## src/rtl/fifo_word_serializer.sv

```systemverilog
`default_nettype none
// ============================================================================
// Module   : fifo_word_serializer
// Purpose  : Pops wide words from an upstream FIFO dequeue interface and
//            pushes them as p2ratio narrower beats into a downstream FIFO
//            enqueue interface. Sustains one beat per clock with no bubbles
//            between words when the upstream has data and there is no
//            backpressure.
// Options  : FIFO_SER_MSB_FIRST_EN - when defined, the most significant beat
//            of each word is sent first (default: least significant first).
// Revision : 1.0 - initial release
// ============================================================================
module fifo_word_serializer #(
  parameter int p1width      = 32,
  parameter int p2ratio      = 4,
  parameter int p3cntr_width = 2
) (
  input  logic                         CLK,
  input  logic                         RST_N,
  input  logic                         CLR,
  input  logic [p1width-1:0]           I_D,
  input  logic                         I_EMPTY_N,
  output logic                         I_DEQ,
  output logic [p1width/p2ratio-1:0]   O_D,
  output logic                         O_ENQ,
  input  logic                         O_FULL_N,
  output logic                         BUSY
);

  localparam int                      c_bw        = p1width / p2ratio;
  localparam logic [0:0]              c_st_idle   = 1'b0;
  localparam logic [0:0]              c_st_active = 1'b1;
  localparam logic [p3cntr_width-1:0] c_cnt_last  = p3cntr_width'(p2ratio - 1);

  // Illegal configurations are rejected at elaboration time.
  if (p1width % p2ratio != 0) begin : g_chk_div
    $error("fifo_word_serializer: p1width must be divisible by p2ratio");
  end
  if (p2ratio < 2) begin : g_chk_ratio
    $error("fifo_word_serializer: p2ratio must be at least 2");
  end
  if ($clog2(p2ratio) > p3cntr_width) begin : g_chk_cntr
    $error("fifo_word_serializer: p3cntr_width too small for p2ratio");
  end

  logic [0:0]              r_state;
  logic [p3cntr_width-1:0] r_cnt;
  logic [p1width-1:0]      r_sreg;

  logic                    w_active;
  logic                    w_last;
  logic [p3cntr_width-1:0] w_sel;
  logic [c_bw-1:0]         w_beats [p2ratio];

  assign w_active = (r_state == c_st_active);
  assign w_last   = w_active && (r_cnt == c_cnt_last);

  // Strobes are gated by RST_N so they drop the instant reset asserts,
  // independent of when the clocked state catches up.
  assign O_ENQ = RST_N && w_active && O_FULL_N && !CLR;
  assign I_DEQ = RST_N && I_EMPTY_N && !CLR && (!w_active || (w_last && O_ENQ));
  assign BUSY  = w_active;

  // Split the held word into beat-sized slices; slice k is bits [(k+1)*bw-1 : k*bw].
  for (genvar k = 0; k < p2ratio; k++) begin : g_beat
    assign w_beats[k] = r_sreg[k*c_bw +: c_bw];
  end

`ifdef FIFO_SER_MSB_FIRST_EN
  assign w_sel = c_cnt_last - r_cnt;
`else
  assign w_sel = r_cnt;
`endif

  assign O_D = w_beats[w_sel];

  // Load, advance and retire words; CLR wins over every other event.
  always_ff @(posedge CLK or negedge RST_N) begin
    if (!RST_N) begin
      r_state <= c_st_idle;
      r_cnt   <= '0;
      r_sreg  <= '0;
    end else if (CLR) begin
      r_state <= c_st_idle;
      r_cnt   <= '0;
    end else if (I_DEQ) begin
      // Covers both the IDLE pop and the back-to-back reload on the last beat.
      r_state <= c_st_active;
      r_cnt   <= '0;
      r_sreg  <= I_D;
    end else if (O_ENQ) begin
      if (w_last) begin
        r_state <= c_st_idle;
        r_cnt   <= '0;
      end else begin
        r_cnt   <= r_cnt + 1'b1;
      end
    end
  end

`ifndef SYNTHESIS
  // Flag handshake violations; by construction these never fire.
  always @(posedge CLK) begin
    if (RST_N) begin
      if (O_ENQ && !O_FULL_N) $warning("fifo_word_serializer: O_ENQ while downstream full");
      if (I_DEQ && !I_EMPTY_N) $warning("fifo_word_serializer: I_DEQ while upstream empty");
    end
  end
`endif

endmodule
`default_nettype wire

```

## config.mk

```make
export PLATFORM = sky130hd
export DESIGN_NAME = fifo_word_serializer
export DESIGN_NICKNAME = d
export VERILOG_FILES = /design/src/rtl/fifo_word_serializer.sv
export SDC_FILE = /design/constraint.sdc
export NUM_CORES = 1
export LEC_CHECK = 0
export ABC_CLOCK_PERIOD_IN_PS = 1600
export BUFFER_PORTS_ARGS = -buffer_cell sky130_fd_sc_hd__buf_2
export CORE_ASPECT_RATIO = 1.4
export CORE_MARGIN = 3
export CORE_UTILIZATION = 38
export DETAILED_ROUTE_END_ITERATION = 8
export PLACE_DENSITY_LB_ADDON = 0.12
export SETUP_SLACK_MARGIN = 0.2
export SYNTH_ARGS = -nofsm -noshare
export SYNTH_HDL_FRONTEND = slang
export SYNTH_SLANG_ARGS = --single-unit
```

## constraint.sdc

```tcl
create_clock -name CLK -period 1.6 [get_ports CLK]
set_input_delay 0.48 -clock CLK [delete_from_list [all_inputs] [get_ports CLK]]
set_output_delay 0.48 -clock CLK [all_outputs]
set_load 0.02 [all_outputs]
```

# Word-level counts from Yosys, hierarchy flattened
# Index checks and enable logic that the tools add are counted.
[word_totals]
word_cells = 34
out_inout_bits = 11
reg_bits = 35
in_bits = 37
[classes]
bitwise_logic = 2
mux = 11
n_lt_le_gt_ge = 1
n_addsub = 1
reduce_logical = 15
n_eq_ne = 1
[op_table]
columns = ["cell", "count"]
rows = [
  ["8-bit binary-select mux with 2-bit select", 1],
  ["8-bit 2-to-1 mux", 2],
  ["1-bit logical AND", 8],
  ["2-bit 2-to-1 mux", 4],
  ["3-bit nonzero test", 2],
  ["1-bit 2-to-1 mux", 4],
  ["2-bit AND reduction", 2],
  ["3-bit greater-or-equal comparator (second input constant)", 1],
  ["2-bit NOT with 3-bit output", 1],
  ["2-bit by 1-bit adder with 2-bit output (second input constant)", 1],
  ["2-bit equality test (second input constant)", 1],
  ["1-bit logical NOT", 2],
  ["1-bit logical OR", 1],
  ["1-bit NOT", 1],
]

# Depth between registers and ports, before layout
# Gate-level depths: netlist of the first run.
[depth]
depth_word = 8
depth_mapped = 5
ltp_nobuf = 4

# Least setup slack after synthesis of the first run
# No wires, ideal clock.
[synth_timing]
kind = "flip-flop to output port"
from = "register r_cnt[0]"
to = "output I_DEQ"
n_path_buf = 1
required_ns = 1.120
arrival_ns = 1.222
setup_slack_ns = -0.102
path_stages_with_launch = 5
path_cell_list = "dfrtp_1 -> ha_1 -> nand2_1 -> a211oi_4 -> buf_6"
[synth_via]
elab_chain_len = 5
[synth_rtl]
columns = ["item", "line", "rtl"]
rows = [
  ["start: declaration", "47", "logic [p3cntr_width-1:0] r_cnt;"],
  ["start signal: assignment", "96", "r_cnt <= r_cnt + 1'b1;"],
  ["2-bit equality test", "56", "assign w_last = w_active && (r_cnt == c_cnt_last);"],
  ["1-bit logical AND", "56", ""],
  ["1-bit logical AND", "61", "assign I_DEQ = RST_N && I_EMPTY_N && !CLR && (!w_active || (w_last && O_ENQ));"],
  ["1-bit logical OR", "61", ""],
  ["1-bit logical AND", "61", ""],
  ["end: declaration", "23", "output logic I_DEQ,"],
]
# Every way passes these cells.

# Worst setup path after layout of the first run
[layout_timing]
from = "register r_cnt[0]"
to = "output O_D[5]"
[layout_via]
elab_chain_len = 4
[layout_rtl]
columns = ["item", "line", "rtl"]
rows = [
  ["2-bit NOT with 3-bit output (implied by the code)", "75", "assign O_D = w_beats[w_sel];"],
  ["8-bit binary-select mux with 2-bit select", "75", ""],
  ["8-bit 2-to-1 mux (implied by the code) (2 in a row)", "75", ""],
  ["end: declaration", "24", "output logic [p1width/p2ratio-1:0] O_D,"],
]
# Every way passes these cells. The select of a mux whose other input is x is not followed.

==> results of run 1 <==
final cells by class:
type                    instances  area, µm²
fillers                       299       1509
flip-flops and latches         35      878.3
multi-input cells              53      718.2
repair buffers                 69      563.0
clock buffers                   7      76.32
well taps                      42      52.55
clock inverters                 1      5.005
inverters                       1      3.754
worst min-delay path, delay by kind of cell:
kind	cells	cell delay, ps
buffers and inverters	3	580
metal layers:
metal  global-route usage  vias to the layer above  routed length, µm
met5                    0                        -                  0
met4              0.06652                        0                 62
met3              0.05031                        6                198
met2               0.2478                       31               1688
met1               0.1916                      540               1350
li1                     -                      492                  -
power groups by stage:
stage	clock network [mW]	logic [mW]	registers (mW)
2_1_floorplan	0	0.392	1.14
3_5_place_dp	0	0.552	1.18
3_3_place_gp	0	0.541	1.17
4_1_cts	0.621	0.623	1.17
5_1_grt	0.651	0.671	1.19
6_report	0.603	0.624	1.17
worst paths after layout:
kind,startpoint,to,cells past startpoint
max in group asynchronous,RST_N,r_cnt[0],3
hold / removal,RST_N,r_cnt[1],3
min in group CLK,I_D[8],r_sreg[8],2
setup / recovery,r_cnt[0],O_D[5],3
hold reg to reg,r_sreg[1],r_sreg[1],1
setup reg to reg,r_cnt[0],r_sreg[9],7
state kept, by name, indices dropped and copies added (netlist names):
register  count
r_cnt         2
BUSY          1
r_sreg       32
cells by family after synthesis:
kind of cell / count (synthesis) / share of synthesized area
compound gates: 3 / 0.01925
fa+ha+maj: 1 / 0.008018
buf+inv: 6 / 0.02966
flops: 35 / 0.5613
mux: 42 / 0.3593
simple gates: 7 / 0.02245
cells in the mapped netlist:
| library cell | n |
|---|---|
| dfrtp_1 | 35 |
| mux2_2 | 30 |
| mux4_2 | 8 |
| buf_6 | 3 |
| nand2_1 | 3 |
| a21oi_1 | 2 |
| mux2_1 | 2 |
| mux2i_1 | 2 |
| nor3_1 | 2 |
| a211oi_4 | 1 |
| buf_2 | 1 |
| clkbuf_1 | 1 |
| ha_1 | 1 |
| inv_1 | 1 |
| nand3_1 | 1 |
| nand4b_1 | 1 |
repair_timing:
item	in CTS	in global routing
gates resized for setup	21	3
setup buffers	4	1
hold buffers	0	0
pin swaps	3	1
setup endpoints to repair	45	45
cloned	2	0
through the flow:
stage | util | hold slack, ps | TNS (ps) | cells | total power [mW]
floorplan | - | 184.4 | -609.3 | 94 | 1.537
global placement | 0.5352 | 483.6 | -3468 | 193 | 1.708
detailed placement | 0.5352 | 490.5 | -3819 | 193 | 1.731
CTS | 0.5989 | 355.0 | -12470 | 207 | 2.410
global route | 0.6036 | 383.3 | -12000 | 208 | 2.515
finish | 0.6036 | 340.3 | -9272 | 208 | 2.393
==> reports/metrics.yaml, run 1 <==
dieWidth_um: 60.16
start_kind: "flip-flop"
rows: 26
hold_viol_final: 0
synth_nets: 132
p_per_area_nw_per_um2: 1042
rsz0062_at_grt: "yes"
min-delay-path-class: "primary input to async pin"
setup.worst_path.class: "flip-flop to output port"
htreeDepth: 2
yosysTopAreaCellShare: 0.5613
cpMaxStageDelayCell: "mux4_2"
crit_path_max_incr_delay_ps: 490
antenna_found_initial: 0
synth_area_leaders: "dfrtp_1 56%, mux2_2 22%, mux4_2 12%"
drv_slew: 0
p_seq_frac: 0.487
finalCritPeriodShare: 1.230
internal_power_mw: 1.788
vdd_ir_drop_max_uv: 765.9
mappedNetlistArea_um2: 1560
fp.dieH_um: 81.82
p_sw_mw: 0.6052
antenna_cells: 0
p_sw_frac: 0.2529
grt_start_max_net_pins: 37
post-route-min-period_ps: 1967
synth-seq-area-share: 0.5613
design_area_um2: 2297
die_area_um2: 4922
via_per_inst: 5.139
cts_made_buffers: 5
synth.ff_latch_count: 35
worstPathArrival_ps: 1490
start_util: 0.4099
worst_slew_pin_slew_ps: 442.2
finalWorstSetupSlack_ps: -367.5
grt_pass1_vias: 1189
path_clk_slew_ps: 70
leakage_nw: 1.088
drt_iter0_drc: 27
io_pins: 48
setup_viol: 41
final_common_cell: "buf_2"
synth_cells: 94
drt-total-wl_mm: 3.300
yosysWarnings: 0
clockPowerShare: 0.252
slew_headroom: 0.7052
pre_cts_ws_ps: -149.4
fin_skew_ps: 6.810
syn_to_final_growth_pct: 47.23
worst_ep_required_time_ps: 1120
ant_nets: 0
critPathTopFamily: "multiplexers"
avgSynthCellArea_um2: 16.60
firstDrtPassIters: 4
clkSinkCount: 35
drcViolationCount: 0
violations: "negative setup slack"
hpwl_mm: 2.331
dpl_cell_area_um2: 2037
most-common-layout-cells: "38 x buf_2, 33 x dfrtp_1, 20 x mux2_4"
synth_top_area_cell: "dfrtp_1"
grt_overflow_total: 0
maxCapViolations: 0
portBuffers: 47
crit_chain: "buf_4 > mux4_2 > buf_2"
yosysUniqueCellTypes: 16
status: "complete, but fails checks"
cts_tree: "done"
grt_first_pass_wirelength_mm: 5.451
routabilityCongestion: 0.7439
core_um2: 3806
cp.buffers_inverters: 2
clockBufferDepth: 2
clock_latency_ps: 280
fmax_ghz: 0.5083
final_nets: 203
root_buffer: "clkbuf_8"
r2r_setup_slack_ps: -280
drive_gt1_frac: 0.7229
path_max_fanout: 4
vias: 1069
wl_per_cell_um: 15.87
endpoint_kind: "output port"
track_usage: 0.1556
comb_power_share: 0.261
Power figures use the tool's default switching activity.
==> run 2: changes to the inputs <==
Settings changed: SETUP_SLACK_MARGIN 0.2 to unset.
==> reports/metrics.yaml, run 2 (synthesis gave the netlist of run 1 again) <==
status: "complete, but fails checks"
violations: "negative setup slack"
rows: 26
vdd_ir_drop_max_uv: 701.3
hold_viol_final: 0
worst_ep_required_time_ps: 1120
fmax_ghz: 0.5027
grt_pass1_vias: 1179
ant_nets: 0
clock_latency_ps: 280
io_pins: 48
grt_start_max_net_pins: 37
hpwl_mm: 2.351
routabilityCongestion: 0.7393
antenna_cells: 0
timing.hold.ws_ps: 347.2
final_nets: 197
drt-total-wl_mm: 3.186
clockPowerShare: 0.262
setup.worst_path.class: "flip-flop to output port"
syn_to_final_growth_pct: 40.10
htreeDepth: 2
vias: 1027
worst_slew_pin_slew_ps: 452.1
die_area_um2: 4922
grt_first_pass_wirelength_mm: 5.485
finalCritPeriodShare: 1.243
via_per_inst: 5.109
post-route-min-period_ps: 1989
pre_cts_ws_ps: -145.1
crit_end: "O_D[0]"
root_buffer: "clkbuf_8"
dp_cells: 193
cts_made_buffers: 5
worstPathArrival_ps: 1510
firstDrtPassIters: 4
p_seq_frac: 0.484
reg2reg_from: "r_cnt[0]"
instances_no_fill: 201
finalWorstSetupSlack_ps: -389.4
rsz0062_at_grt: "yes"
endpoint_kind: "output port"
p_sw_frac: 0.2488
drt_iter0_drc: 14
maxCapViolations: 0
track_usage: 0.1541
clockBufferDepth: 2
drv_slew: 0
dpl_cell_area_um2: 2014
clkSinkCount: 35
dieWidth_um: 60.16
slew_headroom: 0.6986
r2r_setup_slack_ps: -200
p_per_area_nw_per_um2: 1102
wl_per_cell_um: 15.85
design_area_um2: 2186
path_clk_slew_ps: 70
start_kind: "flip-flop"
crit_start: "r_cnt[0]"
cts_tree: "done"
drive_gt1_frac: 0.7170
final_util: 0.5743
internal_power_mw: 1.809
core_um2: 3806
setup-tns-final_ps: -7361
start_util: 0.4099
antenna_found_initial: 0
fp.dieH_um: 81.82
largest_reg_flops: 32
comb_power_share: 0.255
holdBufCountCts: 0
most-common-layout-cells: "38 x buf_2, 34 x dfrtp_1, 21 x mux2_4"
path_max_fanout: 5
portBuffers: 47
final_common_cell: "buf_2"
grt_overflow_total: 0
reg2reg_depth: 7
leakage_nw: 1.042
top_register: "r_sreg"
r2r-end: "r_sreg[25]"
min-delay-path-class: "primary input to async pin"
finalPower_mw: 2.409
setup_viol: 42
p_sw_mw: 0.5994
drcViolationCount: 0
fin_skew_ps: 6.713
-- run 2: cell types whose count changed in the layout (fill, tap and decap cells not counted) --
cell / delta
bufbuf_16: -2
dfrtp_1: +1
dfrtp_2: -1
buf_12: -2
mux2_2: -1
mux2_4: +1
clkbuf_1: -2
clkbuf_8: +1
buf_4: -2
-- run 2: routing by layer --
layer / track usage / vias up / wire (µm)
met5: 0 / - / 0
met2: 0.2392 / 33 / 1603
met4: 0.07317 / 0 / 54
li1: - / 475 / -
met3: 0.04874 / 6 / 223
met1: 0.1928 / 513 / 1304
-- run 2: worst min-delay path by stage --
stage                      end  slack (ps)  cells past startpoint  startpoint
finish                    BUSY         350                      3       RST_N
global placement    r_sreg[27]         490                      1  r_sreg[27]
global route         r_sreg[3]         390                      3       RST_N
CTS                  r_sreg[3]         360                      3       RST_N
floorplan                 BUSY         180                      0       RST_N
detailed placement  r_sreg[20]         490                      1  r_sreg[20]
-- run 2: power by group through the flow --
stage                     clock network (mW)  logic, mW  registers, mW
after detailed placement                   0      0.551           1.18
after floorplan                            0      0.395           1.14
after global routing                   0.692      0.661           1.19
after CTS                              0.658      0.623           1.17
after global placement                     0      0.537           1.17
final                                  0.631      0.614           1.16
-- run 2: area by class of cell --
class / instances / area [µm²]
clock buffers: 6 / 82.58
clock inverters: 1 / 5.005
fillers: 318 / 1620
inverters: 1 / 3.754
multi-input cells: 53 / 721.9
flip-flops and latches: 35 / 877.1
well taps: 42 / 52.55
repair buffers: 63 / 442.9
-- run 2: timing repair --
item,CTS,global route
setup endpoints to repair,42,42
resized for setup,24,1
pin swaps,0,1
buffers inserted,1,1
-- run 2: critical path: stages (launching register included) --
cell and delay [ps]:
dfrtp_2 430, buf_6 140, mux4_2 510, buf_6 150
==> run 3: changes to the inputs <==
Settings changed: ABC_AREA set to 1.
==> reports/metrics.yaml, run 3 <==
leakage_nw: 1.223
die_area_um2: 5321
cts_made_buffers: 5
internal_power_mw: 1.560
pre_cts_ws_ps: -24.70
syn_to_final_growth_pct: 36.75
violations: "negative setup slack"
core_um2: 4274
drive_gt1_frac: 0.3852
synth_area_leaders: "dfrtp_1 52%, nand2_1 16%, nand3_1 9.4%"
antenna_cells: 0
io_pins: 48
path_max_fanout: 8
yosysTopAreaCellShare: 0.5155
track_usage: 0.1706
rsz0062_at_grt: "yes"
rows: 28
wl_per_cell_um: 12.63
regArea_um2: 879.6
start_kind: "flip-flop"
comb_power_share: 0.217
drv_slew: 0
multiInputGateArea_um2: 810.8
p_sw_frac: 0.2971
clkSinkCount: 35
min-delay-path-class: "primary input to async pin"
grt_pass1_vias: 1475
yosysWarnings: 0
synth_edf_count: 0
p_per_area_nw_per_um2: 955.1
final_nets: 307
fmax_ghz: 0.5521
drcViolationCount: 0
hpwl_mm: 2.855
grt_first_pass_wirelength_mm: 7.238
portBuffers: 47
start_util: 0.3975
fillers: 449
slew_headroom: 0.7789
drt_iter0_drc: 76
vias: 1546
p_seq_frac: 0.508
holdBufCountCts: 0
mappedNetlistArea_um2: 1699
grt_start_max_net_pins: 34
p_sw_mw: 0.6592
htreeDepth: 2
largest_reg_flops: 32
synth.ff_latch_count: 35
clock_latency_ps: 280
worst_slew_pin_slew_ps: 331.6
worst_ep_required_time_ps: 1120
routabilityCongestion: 0.8162
top_register: "r_sreg"
avgSynthCellArea_um2: 7.977
ant_nets: 0
antenna_found_initial: 0
final_common_cell: "nand2_1"
synth_cells: 213
path_clk_slew_ps: 70
finalWorstSetupSlack_ps: -211.4
vdd_ir_drop_max_uv: 539.3
ys_async_sr_fraction: 1.000
fin_skew_ps: 3.971
yosysUniqueCellTypes: 17
clockBufferDepth: 2
synth_top_flop_cell: "dfrtp_1"
cts_tree: "done"
most-common-layout-cells: "73 x nand2_1, 37 x buf_2, 32 x nand3_1, 32 x dfrtp_1, 14 x nor2_1"
yosysMostFrequentCell: "nand2_1"
dieWidth_um: 62.52
setup_viol: 9
maxCapViolations: 0
via_per_inst: 4.685
synth-seq-area-share: 0.5155
drt-total-wl_mm: 4.167
clockPowerShare: 0.275
worstPathArrival_ps: 1330
grt_overflow_total: 0
final_util: 0.5436
status: "complete, but fails checks"
setup.worst_path.class: "flip-flop to output port"
synth_common_cells: "74 x nand2_1, 35 x dfrtp_1, 32 x nand3_1"
finalCritPeriodShare: 1.132
hold_viol_final: 0
synth_top_area_cell: "dfrtp_1"
fp.dieH_um: 85.12
endpoint_kind: "output port"
post-route-min-period_ps: 1811
firstDrtPassIters: 4
root_buffer: "clkbuf_8"
synth_nets: 251
==> run 3: path summary, 6_finish.rpt <==
check                                start          to  slack, ps  cells after the start
worst min register to register  r_sreg[13]  r_sreg[13]        470                      2
max in group asynchronous            RST_N  r_sreg[16]       1160                      2
worst min-delay path                 RST_N        BUSY        150                      2
worst max register to register    r_cnt[0]    r_cnt[1]        100                      7
worst max-delay path              r_cnt[0]      O_D[5]       -210                      5
min in group CLK                    I_D[7]   r_sreg[7]        420                      3
==> run 3: per-stage QoR <==
step	setup TNS [ps]	hold WS, ps	area (µm²)	instances	power, mW
global route	-2213	168.7	2323	330	2.360
CTS	-1758	154.8	2253	328	2.234
floorplan	0	184.4	1757	213	1.384
finish	-1748	150.2	2323	330	2.219
detailed placement	-24.70	454.4	2069	318	1.552
global placement	-20.90	448.7	2069	318	1.543
==> run 3: cells by family after synthesis <==
group	share of synthesized area
and+or+nand+nor	0.3225
buffers and inverters	0.07216
AOI/OAI and AO/OA	0.08247
DFF	0.5155
adders and majority gates	0.007363
==> run 3: layout make-up <==
| cell class | instances | share of cell area |
|---|---|---|
| inverters | 9 | 0.01562 |
| flip-flops and latches | 35 | 0.3786 |
| clock inverters | 1 | 0.002154 |
| well taps | 60 | 0.03231 |
| repair buffers | 62 | 0.1896 |
| clock buffers | 7 | 0.03285 |
| multi-input cells | 156 | 0.3489 |
==> run 3: power groups by stage <==
stage          registers [mW]  logic [mW]  clock network, mW
3_5_place_dp             1.13       0.424                  0
4_1_cts                  1.12       0.485              0.629
3_3_place_gp             1.12       0.419                  0
6_report                 1.13       0.481              0.610
5_1_grt                  1.15       0.551              0.663
2_1_floorplan            1.10       0.282                  0
==> run 3: worst max-delay path, cell delays in order (launching register included) <==
cell and delay [ps]:
dfrtp_2 460, inv_4 90, clkbuf_16 150, o21ai_1 70, o22ai_2 130, buf_6 140
==> run 3: per-layer routing <==
| metal | global-route usage | wire length (µm) | up-vias |
|---|---|---|---|
| met5 | 0 | 0 | - |
| met4 | 0.05422 | 51 | 0 |
| met3 | 0.05033 | 218 | 5 |
| met2 | 0.2524 | 1847 | 34 |
| met1 | 0.2408 | 2050 | 707 |
| li1 | - | - | 800 |
==> run 3: repair_timing <==
action                                  CTS  global route
setup buffers                             2             1
pin swaps                                 1             0
endpoints found under the setup margin   10            10
gates cloned                              0             1
resized for setup                        46            12
